[src/rtl/stage_memory_if.sv]
// Single-beat bus between the memory stage (master) and the data memory (slave).
interface stage_memory_if;
  logic        bus_req;
  logic        bus_we;
  logic [31:0] bus_addr;
  logic [31:0] bus_wdata;
  logic        bus_ack;
  logic [31:0] bus_rdata;

  modport master (
    output bus_req, bus_we, bus_addr, bus_wdata,
    input  bus_ack, bus_rdata
  );

  modport slave (
    input  bus_req, bus_we, bus_addr, bus_wdata,
    output bus_ack, bus_rdata
  );
endinterface

[src/rtl/stage_memory.sv]
// Memory stage: one bus transaction per load/store, ALU results pass through.
// Define MEMSTAGE_TIMEOUT_EN to abort a transaction after TIMEOUT_CYCLES without ack.
module stage_memory #(
  parameter int TIMEOUT_CYCLES = 255
) (
  input  logic           clk,
  input  logic           rst_n,
  input  logic           stall_in,
  output logic           stall,
  input  logic [3:0]     in_addr,
  input  logic [31:0]    in_val,
  input  logic           is_mem,
  input  logic [31:0]    mem_addr,
  input  logic [31:0]    mem_val,
  input  logic           mem_write,
  output logic           fwd_valid,
  output logic [3:0]     fwd_addr,
  output logic [31:0]    fwd_val,
  output logic [3:0]     out_addr,
  output logic [31:0]    out_val,
  stage_memory_if.master bus,
  output logic           fault
);

  typedef enum logic [1:0] {IDLE, BUSY, HOLD} state_t;

  state_t      state, state_nxt;
  logic [3:0]  dest_p1;
  logic [31:0] rdata_p1;
  logic        issue, retire, fwd_load, timeout;
  logic [3:0]  out_addr_nxt;
  logic [31:0] out_val_nxt;

  if (TIMEOUT_CYCLES < 2) begin : g_param_check
    $error("stage_memory: TIMEOUT_CYCLES must be >= 2");
  end

`ifdef MEMSTAGE_TIMEOUT_EN
  localparam int CNT_W = ($clog2(TIMEOUT_CYCLES) > 8) ? $clog2(TIMEOUT_CYCLES) : 8;
  localparam logic [CNT_W-1:0] CNT_LAST = CNT_W'(TIMEOUT_CYCLES - 1);

  logic [CNT_W-1:0] tmo_cnt;

  // Abort only once writeback can take the bubble, so execute advances cleanly.
  assign timeout = (state == BUSY) && !bus.bus_ack && !stall_in && (tmo_cnt == CNT_LAST);

  always_ff @(posedge clk or negedge rst_n) begin
    if (!rst_n) begin
      tmo_cnt <= '0;
      fault   <= 1'b0;
    end else begin
      fault <= timeout;
      if (issue)
        tmo_cnt <= '0;
      else if (state == BUSY && !bus.bus_ack && tmo_cnt != CNT_LAST)
        tmo_cnt <= tmo_cnt + 1'b1;
    end
  end
`else
  assign timeout = 1'b0;
  assign fault   = 1'b0;
`endif

  always_comb begin
    state_nxt    = state;
    out_addr_nxt = out_addr;
    out_val_nxt  = out_val;
    issue        = 1'b0;
    retire       = 1'b0;
    fwd_load     = 1'b0;
    case (state)
      IDLE: begin
        if (!stall_in) begin
          if (is_mem) begin
            issue     = 1'b1;
            state_nxt = BUSY;
          end else begin
            out_addr_nxt = in_addr;
            out_val_nxt  = in_val;
          end
        end
      end
      BUSY: begin
        if (bus.bus_ack) begin
          if (stall_in) begin
            state_nxt = HOLD;
          end else begin
            retire       = 1'b1;
            fwd_load     = !bus.bus_we;
            state_nxt    = IDLE;
            out_addr_nxt = bus.bus_we ? 4'd0 : dest_p1;
            out_val_nxt  = bus.bus_we ? out_val : bus.bus_rdata;
          end
        end else begin
          out_addr_nxt = 4'd0;
          if (timeout) begin
            retire    = 1'b1;
            state_nxt = IDLE;
          end
        end
      end
      HOLD: begin
        if (!stall_in) begin
          retire       = 1'b1;
          fwd_load     = !bus.bus_we;
          state_nxt    = IDLE;
          out_addr_nxt = bus.bus_we ? 4'd0 : dest_p1;
          out_val_nxt  = bus.bus_we ? out_val : rdata_p1;
        end
      end
      default: state_nxt = IDLE;
    endcase
  end

  assign stall     = stall_in | (is_mem & ~retire);
  assign fwd_addr  = out_addr_nxt;
  assign fwd_val   = out_val_nxt;
  assign fwd_valid = (((state == IDLE) & ~is_mem & ~stall_in) | fwd_load) & (out_addr_nxt != 4'd0);

  // Control and writeback registers
  always_ff @(posedge clk or negedge rst_n) begin
    if (!rst_n) begin
      state       <= IDLE;
      bus.bus_req <= 1'b0;
      bus.bus_we  <= 1'b0;
      out_addr    <= 4'd0;
      out_val     <= 32'd0;
    end else begin
      state       <= state_nxt;
      bus.bus_req <= (state_nxt == BUSY);
      out_addr    <= out_addr_nxt;
      out_val     <= out_val_nxt;
      if (issue)
        bus.bus_we <= mem_write;
    end
  end

  // Transaction payload, qualified by state
  always_ff @(posedge clk) begin
    if (issue) begin
      bus.bus_addr  <= mem_addr;
      bus.bus_wdata <= mem_val;
      dest_p1       <= in_addr;
    end
    if (state == BUSY && bus.bus_ack && stall_in)
      rdata_p1 <= bus.bus_rdata;
  end

endmodule

[src/flat_wrapper.sv]
// flat-port wrapper written by rule: the top's interface ports become plain ports
module stage_memory_flat 
#(
  parameter int TIMEOUT_CYCLES = 255
)
  (clk, rst_n, stall_in, stall, in_addr, in_val, is_mem, mem_addr, mem_val, mem_write, fwd_valid, fwd_addr, fwd_val, out_addr, out_val, fault, bus_bus_req, bus_bus_we, bus_bus_addr, bus_bus_wdata, bus_bus_ack, bus_bus_rdata);
  stage_memory_if bus_i ();
  input  logic clk;
  input  logic rst_n;
  input  logic stall_in;
  output logic stall;
  input  logic [3:0] in_addr;
  input  logic [31:0] in_val;
  input  logic is_mem;
  input  logic [31:0] mem_addr;
  input  logic [31:0] mem_val;
  input  logic mem_write;
  output logic fwd_valid;
  output logic [3:0] fwd_addr;
  output logic [31:0] fwd_val;
  output logic [3:0] out_addr;
  output logic [31:0] out_val;
  output logic fault;
  output wire logic [$bits(bus_i.bus_req)-1:0] bus_bus_req;
  output wire logic [$bits(bus_i.bus_we)-1:0] bus_bus_we;
  output wire logic [$bits(bus_i.bus_addr)-1:0] bus_bus_addr;
  output wire logic [$bits(bus_i.bus_wdata)-1:0] bus_bus_wdata;
  input wire logic [$bits(bus_i.bus_ack)-1:0] bus_bus_ack;
  input wire logic [$bits(bus_i.bus_rdata)-1:0] bus_bus_rdata;
  assign bus_bus_req = bus_i.bus_req;
  assign bus_bus_we = bus_i.bus_we;
  assign bus_bus_addr = bus_i.bus_addr;
  assign bus_bus_wdata = bus_i.bus_wdata;
  assign bus_i.bus_ack = bus_bus_ack;
  assign bus_i.bus_rdata = bus_bus_rdata;
  stage_memory #(.TIMEOUT_CYCLES(TIMEOUT_CYCLES)) u_core (.clk(clk), .rst_n(rst_n), .stall_in(stall_in), .stall(stall), .in_addr(in_addr), .in_val(in_val), .is_mem(is_mem), .mem_addr(mem_addr), .mem_val(mem_val), .mem_write(mem_write), .fwd_valid(fwd_valid), .fwd_addr(fwd_addr), .fwd_val(fwd_val), .out_addr(out_addr), .out_val(out_val), .bus(bus_i), .fault(fault));
endmodule
[config.mk]
export PLATFORM = sky130hd
export DESIGN_NAME = stage_memory_flat
export DESIGN_NICKNAME = d
export VERILOG_FILES = /design/src/rtl/stage_memory_if.sv /design/src/rtl/stage_memory.sv /design/src/flat_wrapper.sv
export SDC_FILE = /design/constraint.sdc
export NUM_CORES = 1
export LEC_CHECK = 0
export BUFFER_PORTS_ARGS = -buffer_cell sky130_fd_sc_hd__buf_2
export CORE_ASPECT_RATIO = 0.8
export CORE_MARGIN = 2
export CORE_UTILIZATION = 40
export DETAILED_ROUTE_END_ITERATION = 12
export HOLD_SLACK_MARGIN = 0.06
export MAX_ROUTING_LAYER = met4
export PLACE_DENSITY = 0.71
export SETUP_SLACK_MARGIN = 0.15
export SLEW_MARGIN = 20
export SYNTH_ARGS = -nofsm -noshare
export SYNTH_HDL_FRONTEND = slang
export SYNTH_SLANG_ARGS = --single-unit
[constraint.sdc]
create_clock -name clk -period 3.17 [get_ports clk]
set_clock_uncertainty 0.1 [all_clocks]
set_input_delay 0.634 -clock clk [delete_from_list [all_inputs] [get_ports clk]]
set_output_delay 0.634 -clock clk [all_outputs]
set_load 0.03 [all_outputs]
==> summary.txt <==
cell mode on critical path - a21o_1
Worst-Skew Late Latency - 0.41 ns
PwrDens - 1004 nW/um^2
total gr overflow - 0
flops & latches, synth - 140
post-route cell area - 8712 sq um
GRT met2 Usage - 0.3496
largest cells by area after synthesis - edfxtp_1 (53%), dfrtp_1 (18%), a221o_1 (6.2%), a22oi_1 (4.1%), nand2b_1 (3.4%)
# rows - 38
Die Wd - 137.3 um
# clock sinks - 140
Max Clock Freq - 0.3093 GHz
Pins Over Slew Limit - 0
total track usage - 0.2260
vias in the first global route - 4576
Num CTS Buffers - 17
Tcrit/Tclk final - 1.020
Initial DRT Pass Iterations - 5
via/cell ratio - 5.261
met3 usage - 0.04801
nets@finish - 869
Final Hold Viols - 0
max_cap viols - 0
Worst-path clk slew - 0.06 ns
worst r2r path cells - 4
Post-synth EDFFs - 100
FF-to-FF Start - u_core.state[1]
die height - 110.7 um
hold_buf cts - 0
Synth Flop Type - edfxtp_1
antenna-violating nets left - 0
CTS tree - built
# port buffers - 277
GR peak layer - met2
CP cell instances - inv_2 -> ha_4 -> a21o_1 -> a21o_1 -> a221o_1 -> o41a_1 -> buf_6
worst setup margin - -0.06268 ns
crit path launch type - register
mapped cell area - 5689 sq um
wirelength, routed - 18.26 mm
Yosys top cell by area - edfxtp_1
first-pass GRT wire length - 25.26 mm
endpoints failing setup - 1
Mapped Nets - 558
Core Region - 13740 sq um
Yosys warning count - 0
worst r2r dst - u_core.rdata_p1[5]
static leakage - 3.841 nW
most common cell after layout, fill and taps aside - buf_2
Arrival @ worst endpoint - 2.50 ns
unrepaired setup endpoints after global routing - yes
FFs w/ async S/R, synth - 0.2857
Max stage delay on crit path - 0.46 ns
synthesized instance count - 416
post-synth cell types - 37
Placer Congestion - 0.8516
HPWL Detailed - 11.56 mm
top cell type's share of synthesized area - 0.5278
CP Class - reg2out
worst vdd ir - 595.7 uV
syn avg cell area - 13.68 sq um
htree depth - 4
Max clock buf depth - 2
WP data required - 2.44 ns
Initial Utilization - 0.4140
largest net degree at the start of global routing - 70
failing checks - negative setup slack
minimum clock period - 3.233 ns
Area Growth Syn to Fin - 53.13%
DP Area - 7296 sq um
met1 usage - 0.2997
CTS root buffer - clkbuf_16
wire per inst - 19.85 um
worst-margin pin slew - 0.8072 ns
Fin Hold WS - 0.1262 ns
I/O pin count - 279
drt first-iter violations - 357
Die Area - 15200 sq um
CP max-delay cell - o41a_1
DRC - 0
Worst R2R Setup Slack - 0.79 ns
status - finished, violations left
share of cells above drive strength 1 - 0.5405
most frequent cells in the layout - buf_2 (240), edfxtp_1 (100), buf_6 (38), dfrtp_1 (38), a221o_1 (35)
initial antenna violation count - 0
Ant. Diodes - 0
Crit Path Max Fanout - 4
worst min-delay path category - in2async
Rel. slew slack - 0.4618
CP Capture Type - output port
post-synthesis sequential area ratio - 0.7038
via count - 4840
-- worst max path at each step --
stage	startpoint	to	slack, ns
3_3_place_gp	stall_in	fwd_val[14]	0.20
2_1_floorplan	u_core.state[1]	fwd_valid	0.22
5_1_grt	u_core.state[0]	fwd_valid	-0.14
4_1_cts	u_core.state[0]	fwd_valid	-0.004
3_5_place_dp	stall_in	fwd_val[10]	0.17
6_report	u_core.state[0]	fwd_valid	-0.06
-- where the power goes --
part	switching (W)	internal, W	total (W)
logic	0.00259	0.00179	0.00438
clock network	0.000747	0.00104	0.00179
registers	0.000219	0.00236	0.00258
-- cells by family after synthesis --
family,share of synthesized area
AOI/OAI and AO/OA,0.1577
adders and majority gates,0.008797
buffers and inverters,0.02749
DFF,0.7038
muxes,0.001979
other,0.0006591
and+or+nand+nor,0.09963
-- metrics by stage --
stage            TNS, ns  power [W]  setup WS, ns  instances  utilization
2_1_floorplan          0   0.004852        0.2195        416            -
3_3_place_gp           0   0.005854        0.1981        849       0.5310
3_5_place_dp           0   0.005927        0.1700        849       0.5310
4_1_cts        -0.003743   0.007860     -0.003743        891       0.5800
5_1_grt           -1.835   0.009109       -0.1447        920       0.6340
6_report        -0.06268   0.008747      -0.06268        920       0.6340
-- synthesized netlist by cell type, drive strengths merged (2+ instances only) --
cell,instances
a221o,35
nor2b,2
a22oi,31
o21ai,37
inv,4
nor2,34
clkbuf,21
and2,2
a21o,3
a21oi,2
o31ai,2
a21boi,5
nand2,34
ha,4
or4b,4
nor3b,2
nand2b,31
buf,11
dfrtp,40
edfxtp,100
-- routing by layer --
layer,part of all wire,up-vias
met5,0,-
met4,0.016,0
met3,0.073,25
met2,0.50,217
met1,0.41,2386
li1,-,2212
-- layout make-up --
type / count / area (sq um)
clock inverter: 10 / 68.82
clock buffer: 22 / 464.2
timing repair buffer: 324 / 2167
fill: 1083 / 5029
inverter: 4 / 15.01
tap: 180 / 225.2
sequential: 140 / 4006
multi-input combinational: 240 / 1765
-- state kept, by name, indices dropped and copies added (netlist names) --
name / count
u_core.bus.bus_we: 1
u_core.rdata_p1: 32
u_core.bus.bus_req: 1
u_core.bus.bus_wdata: 32
u_core.out_val: 32
u_core.dest_p1: 4
u_core.bus.bus_addr: 32
u_core.out_addr: 4
u_core.state: 2
-- worst max-delay path, delay by kind of cell, from the launching register on --
| kind | cells | cell delay, ns |
|---|---|---|
| flops | 1 | 0.43 |
| fa+ha+maj | 1 | 0.16 |
| compound gates | 4 | 1.26 |
| buf+inv | 2 | 0.23 |
-- what timing repair did --
| action | 4_1_cts | 5_1_grt |
|---|---|---|
| pin swaps | 4 | 38 |
| setup buffers | 9 | 22 |
| setup endpoints to repair | 33 | 37 |
| cloned | 1 | 7 |
| resized for setup | 16 | 148 |
No activity file was read; power rests on OpenSTA's default activity.
